**config.mk**
```make
export PLATFORM = sky130hd
export DESIGN_NAME = axi_read_arbiter
export DESIGN_NICKNAME = d
export VERILOG_FILES = /design/src/rtl/axi_read_arbiter.sv
export SDC_FILE = /design/constraint.sdc
export NUM_CORES = 1
export LEC_CHECK = 0
export CORE_ASPECT_RATIO = 1.2
export CORE_MARGIN = 2
export CORE_UTILIZATION = 29
export DETAILED_ROUTE_END_ITERATION = 6
export MAX_ROUTING_LAYER = met4
export PLACE_DENSITY = 0.82
export SLEW_MARGIN = 20
export SYNTH_ARGS = -nofsm -noshare
export SYNTH_HDL_FRONTEND = slang
export SYNTH_SLANG_ARGS = --single-unit
```
**constraint.sdc**
```tcl
create_clock -name clk -period 1.4 [get_ports clk]
set_input_delay 0.14 -clock clk [delete_from_list [all_inputs] [get_ports clk]]
set_output_delay 0.14 -clock clk [all_outputs]
set_load 0.005 [all_outputs]
```
**src/rtl/axi_read_arbiter.sv**
```systemverilog
// Two-master AXI read-channel arbiter (icache / dcache), one transaction outstanding.
// Define ARB_ROUND_ROBIN_EN to alternate tie priority instead of fixed dcache-first.
module axi_read_arbiter #(
  parameter logic [3:0]  IC_ARID = 4'd0,
  parameter logic [3:0]  DC_ARID = 4'd1,
  parameter int unsigned ADDR_W  = 32,
  parameter int unsigned DATA_W  = 32
) (
  input  logic              clk,
  input  logic              rst,
  input  logic [ADDR_W-1:0] ic_araddr,
  input  logic [7:0]        ic_arlen,
  input  logic [2:0]        ic_arsize,
  input  logic              ic_arvalid,
  output logic              ic_arready,
  output logic [DATA_W-1:0] ic_rdata,
  output logic              ic_rlast,
  output logic              ic_rvalid,
  input  logic              ic_rready,
  input  logic [ADDR_W-1:0] dc_araddr,
  input  logic [7:0]        dc_arlen,
  input  logic [2:0]        dc_arsize,
  input  logic              dc_arvalid,
  output logic              dc_arready,
  output logic [DATA_W-1:0] dc_rdata,
  output logic              dc_rlast,
  output logic              dc_rvalid,
  input  logic              dc_rready,
  output logic [3:0]        m_arid,
  output logic [ADDR_W-1:0] m_araddr,
  output logic [7:0]        m_arlen,
  output logic [2:0]        m_arsize,
  output logic [1:0]        m_arburst,
  output logic              m_arvalid,
  input  logic              m_arready,
  input  logic [DATA_W-1:0] m_rdata,
  input  logic              m_rlast,
  input  logic              m_rvalid,
  output logic              m_rready
);

  typedef enum logic [1:0] {IDLE, AR_SEND, R_WAIT} state_t;

  state_t            r_state, w_state_nxt;
  logic              r_owner;
  logic [ADDR_W-1:0] r_addr;
  logic [7:0]        r_len;
  logic [2:0]        r_size;

  logic w_any_req, w_pick_dc, w_dc_prio, w_grant, w_in_r, w_last_hs;

  assign w_any_req = ic_arvalid | dc_arvalid;
  assign w_pick_dc = dc_arvalid & (~ic_arvalid | w_dc_prio);
  assign w_grant   = (r_state == IDLE) & w_any_req;
  assign w_in_r    = (r_state == R_WAIT);
  assign w_last_hs = m_rvalid & m_rready & m_rlast;

`ifdef ARB_ROUND_ROBIN_EN
  logic r_last_owner;

  always_ff @(posedge clk or posedge rst) begin
    if (rst) begin
      r_last_owner <= 1'b0;
    end else if (w_grant) begin
      r_last_owner <= w_pick_dc;
    end
  end

  // On a tie the master that did not own the previous transaction wins.
  assign w_dc_prio = ~r_last_owner;
`else
  assign w_dc_prio = 1'b1;
`endif

  always_ff @(posedge clk or posedge rst) begin
    if (rst) begin
      r_state <= IDLE;
      r_owner <= 1'b0;
      r_addr  <= '0;
      r_len   <= '0;
      r_size  <= '0;
    end else begin
      r_state <= w_state_nxt;
      if (w_grant) begin
        r_owner <= w_pick_dc;
        r_addr  <= w_pick_dc ? dc_araddr : ic_araddr;
        r_len   <= w_pick_dc ? dc_arlen  : ic_arlen;
        r_size  <= w_pick_dc ? dc_arsize : ic_arsize;
      end
    end
  end

  always_comb begin
    w_state_nxt = r_state;
    unique case (r_state)
      IDLE:    if (w_any_req) w_state_nxt = AR_SEND;
      AR_SEND: if (m_arready) w_state_nxt = R_WAIT;
      R_WAIT:  if (w_last_hs) w_state_nxt = IDLE;
      default: w_state_nxt = IDLE;
    endcase
  end

  always_comb begin
    // Request is consumed on the arbitration cycle; masked while reset is held.
    ic_arready = ~rst & w_grant & ~w_pick_dc;
    dc_arready = ~rst & w_grant & w_pick_dc;

    m_arvalid = (r_state == AR_SEND);
    m_arid    = r_owner ? DC_ARID : IC_ARID;
    m_araddr  = r_addr;
    m_arlen   = r_len;
    m_arsize  = r_size;
    m_arburst = (r_len != 8'd0) ? 2'b01 : 2'b00;

    m_rready  = w_in_r & (r_owner ? dc_rready : ic_rready);

    ic_rvalid = w_in_r & ~r_owner & m_rvalid;
    ic_rlast  = w_in_r & ~r_owner & m_rlast;
    ic_rdata  = (w_in_r & ~r_owner) ? m_rdata : '0;
    dc_rvalid = w_in_r & r_owner & m_rvalid;
    dc_rlast  = w_in_r & r_owner & m_rlast;
    dc_rdata  = (w_in_r & r_owner) ? m_rdata : '0;
  end

endmodule

```
==> flow_summary.yaml <==
layout:
  antenna_cells: 0
  final_nets: 654
  syn2layout_area_growth_pct: 118
  final_common_cell: "clkdlybuf4s50_1"
  final_cell_mix: "clkdlybuf4s50_1, buf_6, and2_4, dfrtp_1, mux2_4"
  layout-drive-gt1-share_pct: 48.7
  fin_area_mm2: 0.00641
critical_path:
  cp_max_fo: 9
  crit_type: "reg2reg"
  reg2reg_to: "m_araddr[20]"
  endpoint_kind: "flop"
  reg2reg_depth: 7
  startpoint_type: "flop"
  cp_data_arrival_time_ns: 1.83
  crit_required_ns: 1.56
  ff2ff_setup_slack_ns: -0.27
  r2r_start: "r_state[1]"
sta:
  period_share_pct: 119
  max_slew_margin_pct: 61.2
  fin_hold_ws_ns: 0.327
  fmaxAchievable_mhz: 600
  finClkSkew_ns: 0.00228
  worstMarginPinSlew_ns: 0.582
  min_period_ns: 1.67
  worst_slack_ns: -0.266
  slew_viol_final: 0
  grt_setup_unrepaired: "true"
  final_hold_viol_count: 0
  setup_viol: 112
floorplanning:
  core_area_mm2: 0.00996
  rows: 40
  fp.dieW_um: 95.9
  die_h_um: 114
  ios: 248
  initial_core_util_pct: 29.5
  die_area_mm2: 0.0110
worst_hold_path:
  min_from: "dc_arvalid"
  hold_class: "in2reg"
  hold_path_end: "r_owner"
  hold_depth: 3
synthesis:
  avgSynthCellArea_um2: 12.0
  synth-main-ff-cell: "dfrtp_1"
  async_flop_share_pct: 100
  yosys_register_bits: 46
  yosysWarnings: 0
  yosysUniqueCellTypes: 22
  netlist_area_mm2: 0.00294
  synthCells: 246
  seq_area_frac_synth_pct: 39.1
  synth-edff-count: 0
run_status:
  status: "finished, violations left"
  violations: "setup timing"
clock_tree:
  clockBufferDepth: 2
  root_buffer: "clkbuf_16"
  cts_tree: "done"
  clk_pin_slew_ns: 0.06
  numCtsBuffers: 5
  clock-sinks: 46
  h-tree-depth: 2
  worstSkewPairLatency_ns: 0.28
route:
  drc: 0
  wl_per_cell_um: 17.3
  routed_wl_mm: 11.3
  dr.pass1.iters: 4
  drtIter0Drc: 70
  ant_nets: 0
  route.vias.total: 2950
  viasPerCell: 4.51
global_routing:
  grt_max_degree: 47
  grt_util_all_layers_pct: 20.3
  grt_pass1_wl_mm: 16.6
  grt.overflow.total: 0
  grt_pass1_vias: 3111
  antenna_found_initial: 0
power:
  cellPowerDensity_mw_per_mm2: 1600
  leakage_nw: 2.88
  ir_drop_mv: 0.838
placement:
  dp_hpwl_mm: 7.67
  routabilityCongestion: 0.810
  placed_area_mm2: 0.00558
  io_buffers: 243
run:
  maxCapViolCount: 0
## registers in the layout, summed over array words and instances (netlist names)
register,count
m_arlen,8
m_araddr,32
r_owner,1
m_arsize,3
r_state,2
## through the flow
step	setup TNS (ns)	utilization (%)	setup WS, ns	power (W)	instances
2_1_floorplan	-0.177	-	-0.00887	0.00451	249
3_3_place_gp	-24.40	56.0	-0.304	0.00722	618
3_5_place_dp	-27.50	56.0	-0.311	0.00734	618
4_1_cts	-28.26	63.2	-0.345	0.0101	658
5_1_grt	-29.40	64.4	-0.319	0.0108	654
6_report	-22.89	64.4	-0.266	0.0102	654
## how the worst max path moves through the flow
stage,start,endpoint,slack (ns),cells past startpoint
2_1_floorplan,r_state[1],m_araddr[17],-0.009,5
3_3_place_gp,r_state[0],dc_rdata[29],-0.30,5
3_5_place_dp,r_state[0],dc_rdata[29],-0.31,5
4_1_cts,r_state[0],ic_rdata[29],-0.35,7
5_1_grt,r_state[1],m_araddr[17],-0.32,7
6_report,r_state[1],m_araddr[20],-0.27,7
## critical path, cell delays in order (launching register included)
cell	delay, ns
dfrtp_1	0.42
buf_6	0.14
nor2_4	0.14
buf_6	0.12
o21a_4	0.16
buf_4	0.13
buf_12	0.13
mux2_4	0.31
## cell type report
type                    instances  area (um2)
repair buffers                292        3060
flip-flops and latches         46        1150
inverters                       3        15.0
fillers                       749        3550
clock inverters                 3        40.0
multi-input cells             179        1860
well taps                     126         158
clock buffers                   5         125
## report_power, final
group	leakage [nW]	switching [W]	internal, W	total [W]
Combinational	2.26	0.00202	0.00442	0.00644
Clock	0.0836	0.000482	0.000835	0.00132
Sequential	0.539	0.000444	0.00203	0.00247
## repair_timing
item | in CTS | in global routing
hold buffers | 0 | 0
cloned | 8 | 0
pin swaps | 47 | 8
setup endpoints to repair | 118 | 117
buffers inserted | 24 | 6
gates resized for setup | 387 | 73
## Yosys cell counts, types with 3 or more instances
library cell / number / area (um2)
mux2_1: 37 / 417
buf_6: 8 / 90.1
buf_4: 6 / 45.0
dfrtp_1: 46 / 1150
buf_2: 7 / 35.0
and2_1: 68 / 425
o21ai_1: 3 / 15.0
nand2_1: 4 / 15.0
mux2_4: 26 / 390
mux2_2: 23 / 259
nor2_1: 4 / 15.0
## cells by family (layout without fill, tap and decap cells)
| logic type | count (synthesis) | after routing | synth area share (%) |
|---|---|---|---|
| flops | 46 | 46 | 39.1 |
| simple gates | 83 | 83 | 16.9 |
| compound gates | 5 | 5 | 1.06 |
| buf+inv | 24 | 303 | 6.17 |
| mux | 87 | 87 | 36.6 |
| other cells | 1 | 4 | 0.127 |
## metal layers
metal | vias to the layer above | routed length (um) | global-route usage, %
li1 | 1379 | - | -
met1 | 1428 | 4110 | 21.9
met2 | 133 | 6340 | 38.7
met3 | 10 | 764 | 3.49
met4 | 0 | 122 | 3.71
met5 | - | 0 | -
Note: power is estimated with default switching activity, not from simulation.
==> RTL edit: new RTL, config.mk and constraints unchanged <==
The 3 states of `state_t` get a one-hot encoding in 3 bits.
--- a/src/rtl/axi_read_arbiter.sv
+++ b/src/rtl/axi_read_arbiter.sv
@@ -41,3 +41,3 @@
 
-  typedef enum logic [1:0] {IDLE, AR_SEND, R_WAIT} state_t;
+  typedef enum logic [2:0] {IDLE = 3'b001, AR_SEND = 3'b010, R_WAIT = 3'b100} state_t;
 
Check against the original RTL: no difference found for any inputs over 10 cycles, from zero or initial values and one cycle with rst high; not proved beyond that.
==> RTL edit against the original RTL <==
  * The flow still finishes with violations (setup timing)
  * Power increased by 0.59%
  * First-iteration DRC count decreased by 30%
  * Cell count grew 4.7%
  * Area after synthesis rose by 6.0%
  * Setup slack worse by 0.36 ns
  * Critical path depth grew 2
  * Highest routed layer unchanged
  * Design area up 8.7%
  * Critical path type unchanged
  * Clock skew rose by 0.0054 ns
  * Count of clock-buffer cells in the layout unchanged
  * Routed wire length rose by 12%
  * Global-route usage grew 1.2 points
  * Critical endpoint is now m_araddr[6]$_DFFE_PP0N_
  * Sequential cell count up 1
  * Die area up 5.8%
  * Combinational power fell by 1%
==> RTL edit: results <==
critical_path:
  crit_path_max_incr_delay_ns: 0.55
  worst_path_max_delay_cell: "dfstp_2"
  cp.arrival_ns: 2.19
  crit_path_max_fanout: 7
yosys:
  avgSynthCellArea_sq_um: 12.6
  seq_area_frac_synth: 0.378
  synthTopCellsByCount: "68 x and2_1, 48 x mux2_2, 46 x dfrtp_1, 39 x mux2_4, 7 x buf_6"
  synthAdderAreaFrac: 0
  synth_mux_area_frac: 0.361
  synth_compound_area_frac: 0.0120
  synthTopCellsByArea: "dfrtp_1 37%, mux2_4 19%, mux2_2 17%"
  ys_types: 27
detailed_routing:
  wl_per_cell_um: 18.5
  wl_um: 12700
  viasPerCell: 4.54
  m1WireLength_um: 4740
  first_iter_violations: 49
  routed-wl-met2_um: 6920
  wl_met3_um: 675
cts:
  cts.repair.resized: 403
  numClockSinks: 47
  cts_setup_buffers: 35
pwr:
  powerClk_mw: 1.40
  internal_power_mw: 7.38
  comb_power_share: 0.617
  leakagePower_nw: 3.14
  power.density_nw_per_um2: 1480
  ir_drop_mv: 0.772
grt:
  grt_use_met1: 0.240
  grt_max_degree: 48
  grt_pass1_vias: 3555
  use_met2: 0.385
  grt_pass1_wl_um: 19400
  grtUsageMet3: 0.0422
finish:
  n_all_buffers: 319
  final_nets: 682
  seqCellArea_sq_um: 1180
  final_layout_size_suffix_gt1_frac: 0.594
  seq-cell-share: 0.169
  clkCellAreaFrac: 0.0248
  multi_input_area_sq_um: 1970
  clkbuf_count: 5
  buf_share: 0.497
  n_fill_cell: 732
sta:
  setup_violations: 118
  clock_skew_ns: 0.00771
  fin_tns_setup_ns: -62.74
  layout_setup_ws_ns: -0.628
  maxSlewHeadroom: 0.586
status:
  status: "finished, violations left"
  violations: "setup timing"
place:
  placed_cell_area_sq_um: 5940
  hpwl_um: 8230
  gp_congestion: 0.853
  dp_slack_ns: -0.504
  dp_cells: 631
die:
  die_x_um: 98.7
==> RTL edit: kinds of logic (layout without fill, tap and decap cells) <==
group                  count (synthesis)  count (layout)
other                                  1               4
AND/OR/NAND/NOR                       83              83
AO/OA/AOI/OAI                          5               5
buffers and inverters                 24             330
flip-flops                            47              47
multiplexers                          87              87
==> RTL edit: final timing paths <==
kind / slack [ns] / to / cells after the start / startpoint
setup / recovery: -0.63 / m_araddr[6]$_DFFE_PP0N_ / 9 / r_state[0]$_DFFE_PP1P_
hold / removal: 0.48 / r_owner$_DFFE_PP0N_ / 3 / dc_arvalid
setup reg to reg: -0.63 / m_araddr[6]$_DFFE_PP0N_ / 9 / r_state[0]$_DFFE_PP1P_
hold reg to reg: 0.51 / m_araddr[18]$_DFFE_PP0N_ / 1 / m_araddr[18]$_DFFE_PP0N_
max in group asynchronous: 0.46 / r_owner$_DFFE_PP0N_ / 3 / rst
min in group asynchronous: 0.50 / m_araddr[21]$_DFFE_PP0N_ / 3 / rst
